## src/rtl/adder_pkg.sv

```systemverilog
// Shared constants, stage record and skew-layout helpers for the pipelined adder.
package adder_pkg;

    localparam int unsigned DEF_WIDTH = 32;
    localparam int unsigned DEF_CHUNK = 4;

    // Per-stage control record carried alongside each beat.
    typedef struct packed {
        logic valid;
        logic carry;
        logic sub;
    } stage_t;

    // Bit offset of stage k's completed-sum region in the flat sum skew bus.
    // Stage k holds (k+1)*chunk resolved bits.
    function automatic int unsigned sum_off(input int unsigned chunk, input int unsigned k);
        return (chunk * k * (k + 1)) / 2;
    endfunction

    // Bit offset of stage k's unprocessed-operand region in the flat operand skew bus.
    // Stage k holds width-(k+1)*chunk operand bits still waiting to be resolved.
    function automatic int unsigned op_off(input int unsigned width, input int unsigned chunk,
                                           input int unsigned k);
        return (k * width) - ((chunk * k * (k + 1)) / 2);
    endfunction

endpackage

```

## src/rtl/cla_chunk.sv

```systemverilog
// Combinational carry-lookahead block resolving one CHUNK-wide slice.
module cla_chunk #(
    parameter int unsigned CHUNK = 4
) (
    input  logic [CHUNK-1:0] a,
    input  logic [CHUNK-1:0] b,
    input  logic             c,
    output logic [CHUNK-1:0] sum,
    output logic             c_out,
    output logic             c_msb_in
);

    logic [CHUNK-1:0] g;
    logic [CHUNK-1:0] p;
    logic [CHUNK:0]   cy;

    assign g = a & b;
    assign p = a ^ b;

    // Flat lookahead: every carry is a sum of generate terms gated by propagate runs.
    always_comb begin
        logic term;
        logic run;
        cy   = '0;
        term = 1'b0;
        run  = 1'b0;
        cy[0] = c;
        for (int i = 0; i < int'(CHUNK); i++) begin
            term = g[i];
            run  = p[i];
            for (int j = i - 1; j >= 0; j--) begin
                term = term | (run & g[j]);
                run  = run & p[j];
            end
            cy[i+1] = term | (run & c);
        end
    end

    assign sum      = p ^ cy[CHUNK-1:0];
    assign c_out    = cy[CHUNK];
    assign c_msb_in = cy[CHUNK-1];

endmodule

```

## src/rtl/adder_pipe.sv

```systemverilog
// Pipelined add/subtract: one CHUNK of bits resolved per stage, operands and
// partial sums skewed so every bit of a beat leaves the last stage together.
module adder_pipe
    import adder_pkg::*;
#(
    parameter int unsigned WIDTH = DEF_WIDTH,
    parameter int unsigned CHUNK = DEF_CHUNK
) (
    input  logic             clk_i,
    input  logic             rst_ni,
    input  logic             valid_i,
    output logic             ready_o,
    input  logic [WIDTH-1:0] a_i,
    input  logic [WIDTH-1:0] b_i,
    input  logic             carry_i,
    input  logic             sub_i,
    output logic             valid_o,
    input  logic             ready_i,
    output logic [WIDTH-1:0] sum_o,
    output logic             carry_o,
    output logic             overflow_o
);

    localparam int unsigned NS  = WIDTH / CHUNK;
    // Operand skew holds the not-yet-resolved upper bits for stages 0..NS-2.
    localparam int unsigned OPW = (NS > 1) ? op_off(WIDTH, CHUNK, NS - 1) : 1;
    // Sum skew holds the growing resolved low bits for stages 0..NS-1.
    localparam int unsigned SMW = sum_off(CHUNK, NS);
    localparam int unsigned LAST_SOFF = sum_off(CHUNK, NS - 1);

    stage_t           st_q [NS];
    stage_t           st_d [NS];
    logic [OPW-1:0]   a_sk_q;
    logic [OPW-1:0]   a_sk_d;
    logic [OPW-1:0]   b_sk_q;
    logic [OPW-1:0]   b_sk_d;
    logic [SMW-1:0]   s_sk_q;
    logic [SMW-1:0]   s_sk_d;
    logic             ovf_q;
    logic             ovf_d;

    logic             en;
    logic [WIDTH-1:0] b_mod;
    logic             c0;

    // Single global advance: the pipe moves whenever the output slot is free or draining.
    assign en      = ready_i | ~valid_o;
    assign ready_o = en;

    // Subtract is A + ~B + 1; carry_i only participates in add mode.
    assign b_mod = sub_i ? ~b_i : b_i;
    assign c0    = sub_i ? 1'b1 : carry_i;

    // Per-stage lookahead slice plus skew routing.
    for (genvar k = 0; k < int'(NS); k++) begin : g_st
        localparam int unsigned RW   = WIDTH - ((k + 1) * CHUNK);
        localparam int unsigned SOFF = sum_off(CHUNK, k);

        logic [CHUNK-1:0] a_c;
        logic [CHUNK-1:0] b_c;
        logic [CHUNK-1:0] s_c;
        logic             c_in;
        logic             c_out;
        logic             c_msb;
        logic             v_in;
        logic             sub_in;

        if (k == 0) begin : g_head
            assign a_c    = a_i[CHUNK-1:0];
            assign b_c    = b_mod[CHUNK-1:0];
            assign c_in   = c0;
            assign v_in   = valid_i;
            assign sub_in = sub_i;
            assign s_sk_d[SOFF +: CHUNK] = s_c;
            if (NS > 1) begin : g_skew
                assign a_sk_d[op_off(WIDTH, CHUNK, 0) +: RW] = a_i[WIDTH-1:CHUNK];
                assign b_sk_d[op_off(WIDTH, CHUNK, 0) +: RW] = b_mod[WIDTH-1:CHUNK];
            end
        end else begin : g_body
            localparam int unsigned POFF  = op_off(WIDTH, CHUNK, k - 1);
            localparam int unsigned PSOFF = sum_off(CHUNK, k - 1);
            assign a_c    = a_sk_q[POFF +: CHUNK];
            assign b_c    = b_sk_q[POFF +: CHUNK];
            assign c_in   = st_q[k-1].carry;
            assign v_in   = st_q[k-1].valid;
            assign sub_in = st_q[k-1].sub;
            assign s_sk_d[SOFF +: ((k + 1) * CHUNK)] = {s_c, s_sk_q[PSOFF +: (k * CHUNK)]};
            if (k < int'(NS) - 1) begin : g_skew
                assign a_sk_d[op_off(WIDTH, CHUNK, k) +: RW] = a_sk_q[(POFF + CHUNK) +: RW];
                assign b_sk_d[op_off(WIDTH, CHUNK, k) +: RW] = b_sk_q[(POFF + CHUNK) +: RW];
            end
        end

        cla_chunk #(
            .CHUNK(CHUNK)
        ) u_cla (
            .a       (a_c),
            .b       (b_c),
            .c       (c_in),
            .sum     (s_c),
            .c_out   (c_out),
            .c_msb_in(c_msb)
        );

        assign st_d[k] = '{valid: v_in, carry: c_out, sub: sub_in};

        // Signed overflow only exists at the MSB slice.
        if (k == int'(NS) - 1) begin : g_tail
            assign ovf_d = c_out ^ c_msb;
        end
    end

    // Degenerate single-stage configuration has no operand skew.
    if (NS == 1) begin : g_no_skew
        assign a_sk_d = '0;
        assign b_sk_d = '0;
    end

    // Pipeline registers: all advance together on en, all clear on reset.
    always_ff @(posedge clk_i or negedge rst_ni) begin
        if (!rst_ni) begin
            for (int k = 0; k < int'(NS); k++) begin
                st_q[k] <= '0;
            end
            a_sk_q <= '0;
            b_sk_q <= '0;
            s_sk_q <= '0;
            ovf_q  <= 1'b0;
        end else if (en) begin
            for (int k = 0; k < int'(NS); k++) begin
                st_q[k] <= st_d[k];
            end
            a_sk_q <= a_sk_d;
            b_sk_q <= b_sk_d;
            s_sk_q <= s_sk_d;
            ovf_q  <= ovf_d;
        end
    end

    assign valid_o    = st_q[NS-1].valid;
    assign carry_o    = st_q[NS-1].carry;
    assign sum_o      = s_sk_q[LAST_SOFF +: WIDTH];
    assign overflow_o = ovf_q;

endmodule

```

## config.mk

```make
export PLATFORM = sky130hd
export DESIGN_NAME = adder_pipe
export DESIGN_NICKNAME = d
export VERILOG_FILES = /design/src/rtl/adder_pkg.sv /design/src/rtl/cla_chunk.sv /design/src/rtl/adder_pipe.sv
export SDC_FILE = /design/constraint.sdc
export NUM_CORES = 1
export LEC_CHECK = 0
export ABC_CLOCK_PERIOD_IN_PS = 3290
export CAP_MARGIN = 30
export CORE_UTILIZATION = 59
export DETAILED_ROUTE_END_ITERATION = 7
export GPL_ROUTABILITY_DRIVEN = 0
export GPL_TIMING_DRIVEN = 1
export HOLD_SLACK_MARGIN = 0.12
export MAX_ROUTING_LAYER = met4
export PLACE_DENSITY = 0.85
export SYNTH_ARGS = -nofsm -noshare
export SYNTH_HDL_FRONTEND = slang
export SYNTH_HIERARCHICAL = 1
export SYNTH_SLANG_ARGS = --single-unit
```

## constraint.sdc

```tcl
create_clock -name clk_i -period 3.29 [get_ports clk_i]
set_input_delay 0.4935 -clock clk_i [delete_from_list [all_inputs] [get_ports clk_i]]
set_output_delay 0.4935 -clock clk_i [all_outputs]
set_load 0.02 [all_outputs]
```

Yosys cells after proc, flatten, opt, wreduce, memory -nomap -nowiden
Cells that the tools add are included.

word-level totals
  register bits after elaboration = 385
  input port bits = 70
  output and inout port bits = 36
  logic and storage cells = 258

cells by class
  muxes and demuxes = 2
  bitwise gates (word level) = 236

operators with widths
  operator            count
  bitwise AND 1 bit   128
  OR 1 bit            81
  XOR 4 bit           16
  bitwise AND 4 bit   8
  two-way mux 32 bit  1
  inverter 32 bit     1
  two-way mux 1 bit   1
  inverter 1 bit      1
  XOR 1 bit           1

Longest topological paths before layout
  depth after elaboration = 8
  gate-level depth with buffers = 8
  depth with buffers taken out = 6

Hierarchy
The synthesis kept the hierarchy.

by module, submodules not included
  module                         times used  cells an instance  area an instance (um2)
  adder_pipe                     1           884                16254.3
  cla_chunk (g_st[1].u_cla ...)  7           14                 140.1
  cla_chunk (g_st[0].u_cla)      1           18                 155.1

Worst setup path before layout
Ideal clock, no wire load.

  path kind = in2reg
  start = input sub_i
  end = register st_q, in the netlist g_st[1].c_in
  library setup time = 125 ps
  data arrival time = 2107 ps
  data required time = 3165 ps
  path slack = 1058 ps
  stages = 8
  path buffers = 2
  cell sequence = buf_2 buf_2 xor2_1 ha_1 a211oi_2 o21bai_2 a21o_1 mux2_2

between the ends
  elaborated cells between the ends (all ways) = 15
  classes of those cells = mux (2); bitwise (13)

RTL lines
  what                                                   line                              text
  from (decl)                                            adder_pipe.sv:16                  input logic sub_i,
  two-way mux 32 bit (*)                                 adder_pipe.sv:51                  assign b_mod = sub_i ? ~b_i : b_i;
  via b_mod[0]                                           adder_pipe.sv:43                  logic [WIDTH-1:0] b_mod;
  bitwise AND 4 bit / XOR 4 bit (equally long branches)  cla_chunk.sv:17, cla_chunk.sv:18
  bitwise AND 1 bit (on tied branches)                   cla_chunk.sv:32, cla_chunk.sv:33
  OR 1 bit / bitwise AND 1 bit (equally long branches)   cla_chunk.sv:32, cla_chunk.sv:35
  OR 1 bit (*)                                           cla_chunk.sv:35                   cy[i+1] = term | (run & c);
  via g_st[0].c_out                                      adder_pipe.sv:63                  logic c_out;
  to (signal, indexed assignment)                        adder_pipe.sv:131                 st_q[k] <= st_d[k];
  to (decl)                                              adder_pipe.sv:31                  stage_t st_q [NS];

Mark *: on every way through the listed nets, which the timed path passes. The rest lies on a longest branch.
A chain may end at the register's enable or synchronous reset.

Worst setup path after layout
  start = input ready_i
  end = output ready_o

between the ends
  cells in the longest elaborated chain, start to end = 1

RTL lines
  what         line              text
  from (decl)  adder_pipe.sv:18  input logic ready_i,
  OR 1 bit     adder_pipe.sv:47  assign en = ready_i | ~valid_o;
  to (decl)    adder_pipe.sv:12  output logic ready_o,

No other way between the ends.

==> summary.txt <==
Outcome
  • Status: finished clean

Global route
  • Largest net degree at the start of global routing: 118
  • GRT Total Usage: approximately a fifth
  • Vias in the first global route: 8168
  • First-pass GRT wire length: between 40000 and 50000 microns
  • Total grt overflow: 0
  • Antenna violations before repair: 0

Floorplan
  • # IOs: approximately 110
  • CORE AREA: just under 0.03 sq mm
  • Chip height: 173.7 microns
  • Cell Rows: 62
  • Starting density of the core: 60.26%
  • DIE WIDTH: 173.7 microns
  • DIE AREA: 0.03017 sq mm

Detailed routing
  • DR WL/cell: about 17 microns
  • Routed via count: 7699
  • DRT Wirelength: 25860 microns
  • Router iterations before antenna repair: 4
  • Iter 0 DRT Violations: 390
  • Via density: 5.150
  • Drt drc: 0
  • Detail Route Antenna Nets: 0

Clock tree
  • Longest Clk Path Bufs: 3
  • TritonCTS buffer count: 38
  • Clock-pin slew on the worst setup and hold paths: roughly 60 ps
  • Clk Latency, worst-skew pair: between 500 and 600 ps
  • # clock sinks: 385
  • CTS tree: done
  • Clock root cell: clkbuf_16
  • H-tree depth: 2

Min path
  • Type of the most critical hold path: reg2reg

Placement
  • Number of I/O port buffers: about 110
  • Placed cell areas: 0.01845 sq mm
  • Dpl hpwl: roughly 17000 microns

Timing
  • Slew margin rel.: 42.49%
  • Max Fclk: around 420 MHz
  • Min Hold Slack: 462.9 ps
  • Clock skew: about 14 ps
  • Setup_tns: 0 ps
  • RSZ-0062 raised after global routing: false
  • Final hold violation count: 0
  • Period utilisation layout: 71.98%
  • Tmin final: 2368 ps
  • Slew Viols, Final: 0
  • Worst slew pin tran: about 860 ps
  • Final setup violation count: 0

Synth
  • Post-synth EDFFs: 0
  • Total number of yosys warnings: 6
  • Synth async-reset ratio: 100.0%
  • Synthesized instance count: 1000
  • Cell variety after synth: 18
  • Dominant synthesized flop cell: dfrtp_1
  • Post-synthesis sequential area ratio: 55.40%
  • Synth Register Bits: a little under 400
  • Mapped Area: 0.01739 sq mm
  • Mean Syn Cell Area: about 17 sq um
  • Syn_nets: 1110

Critical path
  • CP max stage delay: between 600 and 700 ps
  • Slowest CP cell: clkdlybuf4s50_1
  • CP Capture Type: primary output
  • Setup CP Type: in2out
  • CP bufs+invs: 2
  • Worst path top cell family by delay: buffers and inverters
  • Startpoint Class: input pin
  • CP arrival: 1870 ps
  • CP Cell Sequence: clkdlybuf4s50_1 > nand2b_4 > clkdlybuf4s50_1
  • Most frequent CP cell: clkdlybuf4s50_1
  • CP Max Fanout: 6
  • R2R Setup Slk: 1360 ps
  • CP required: 2800 ps

Final layout
  • Final #Nets: between 1000 and 1500
  • Diodes inserted: 0
  • Finished layout cell area: 0.01970 sq mm
  • Synth-to-Final Area Change: 13.30%
  • Share of cells above drive strength 1: between 40% and 50%

Power and ir drop
  • Power Dens Cells: 1066 mW/mm^2
  • Lkg Pwr: 0.009538 uW
  • Max VDD drop: 0.0005398 V

Flow run
  • Max Cap Violations: 0
-- worst paths after layout --
kind                         endpoint    startpoint  depth (start not counted)
setup / recovery              ready_o       ready_i                          3
hold / removal                valid_o  g_st[7].v_in                          1
setup reg to reg           overflow_o   b_sk_q[108]                          6
hold reg to reg               valid_o  g_st[7].v_in                          1
max in group asynchronous  a_sk_q[36]        rst_ni                          3
min in group asynchronous  b_sk_q[45]        rst_ni                          2
-- cell usage after synthesis, types with 2 or more instances --
master,n,share of area [%]
o21bai_2,8,0.52
fa_1,8,0.92
nand2b_1,2,0.072
inv_1,4,0.086
o21ai_0,8,0.23
nor2_1,16,0.35
xor2_1,56,2.8
buf_2,8,0.23
mux2_2,46,3.0
mux2_4,338,29
a211oi_2,8,0.58
buf_6,39,2.5
buf_4,32,1.4
dfrtp_1,385,55
ha_1,32,2.3
a21o_1,8,0.35
-- registers in the layout, summed over array words and instances (netlist names) --
| name | flops |
|---|---|
| s_sk_q | 144 |
| a_sk_q | 112 |
| b_sk_q | 112 |
| g_st.c_in | 7 |
| g_st.v_in | 7 |
| carry_o | 1 |
| overflow_o | 1 |
| valid_o | 1 |
-- power breakdown --
group	switching, uW	leakage (uW)	total [uW]	internal [uW]
Combinational	2740	0.00444	8060	5320
Sequential	1550	0.00449	8620	7070
Clock	1740	0.000609	4320	2580
-- layout make-up --
class / count / area [sq um]
tap: 384 / 480.5
multi-input combinational: 532 / 7029
clock buffer: 52 / 1065
sequential: 385 / 9634
timing repair buffer: 124 / 1296
inverter: 4 / 15.01
clock inverter: 14 / 182.7
fill: 1900 / 9155
-- kinds of logic (layout without fill, tap and decap cells) --
logic type | after synthesis | count (layout) | share of synthesized area (%)
AOI/OAI and AO/OA | 32 | 32 | 1.669
DFF | 385 | 385 | 55.40
buffers and inverters | 83 | 194 | 4.223
xor gates and xnor gates | 57 | 57 | 2.871
adders and majority gates | 40 | 40 | 3.223
muxes | 384 | 384 | 32.16
and+or+nand+nor | 19 | 19 | 0.4533
-- per-stage QoR --
stage	utilization, %	power (uW)	setup slack, ps	std cells
after floorplan	-	15230	1058	1000
after global placement	63.92	16300	835.1	1428
after detailed placement	63.92	16750	840.1	1428
after CTS	68.28	21220	893.4	1495
after global routing	68.28	22210	880.1	1495
final	68.28	21000	921.7	1495
-- layout by cell type (no fill, tap or decap), drive strengths merged --
cell type	instances
dfrtp	385
mux2	384
nand2b	2
o21bai	8
fa	8
bufinv	4
clkinvlp	2
clkbuf	52
dlygate4sd3	1
ha	32
a211oi	8
inv	5
a21o	8
buf	20
clkdlybuf4s50	103
o21ai	8
xor2	56
or2	1
clkinv	7
xnor2	1
nor2	16
-- routing by layer --
| layer | up-vias | track usage [%] | routed length (microns) |
|---|---|---|---|
| met5 | - | - | 0 |
| li1 | 3647 | - | - |
| met1 | 3899 | 28.00 | 13280 |
| met4 | 0 | 4.569 | 438 |
| met3 | 36 | 3.180 | 967 |
| met2 | 117 | 26.77 | 11180 |
-- timing repair --
| item | in CTS | in global routing |
|---|---|---|
| resized for setup | 0 | 0 |
| buffers inserted | 0 | 0 |
| hold buffers | 1 | 0 |
| hold endpoints to repair | 96 | 0 |
Power figures use the tool's default switching activity.
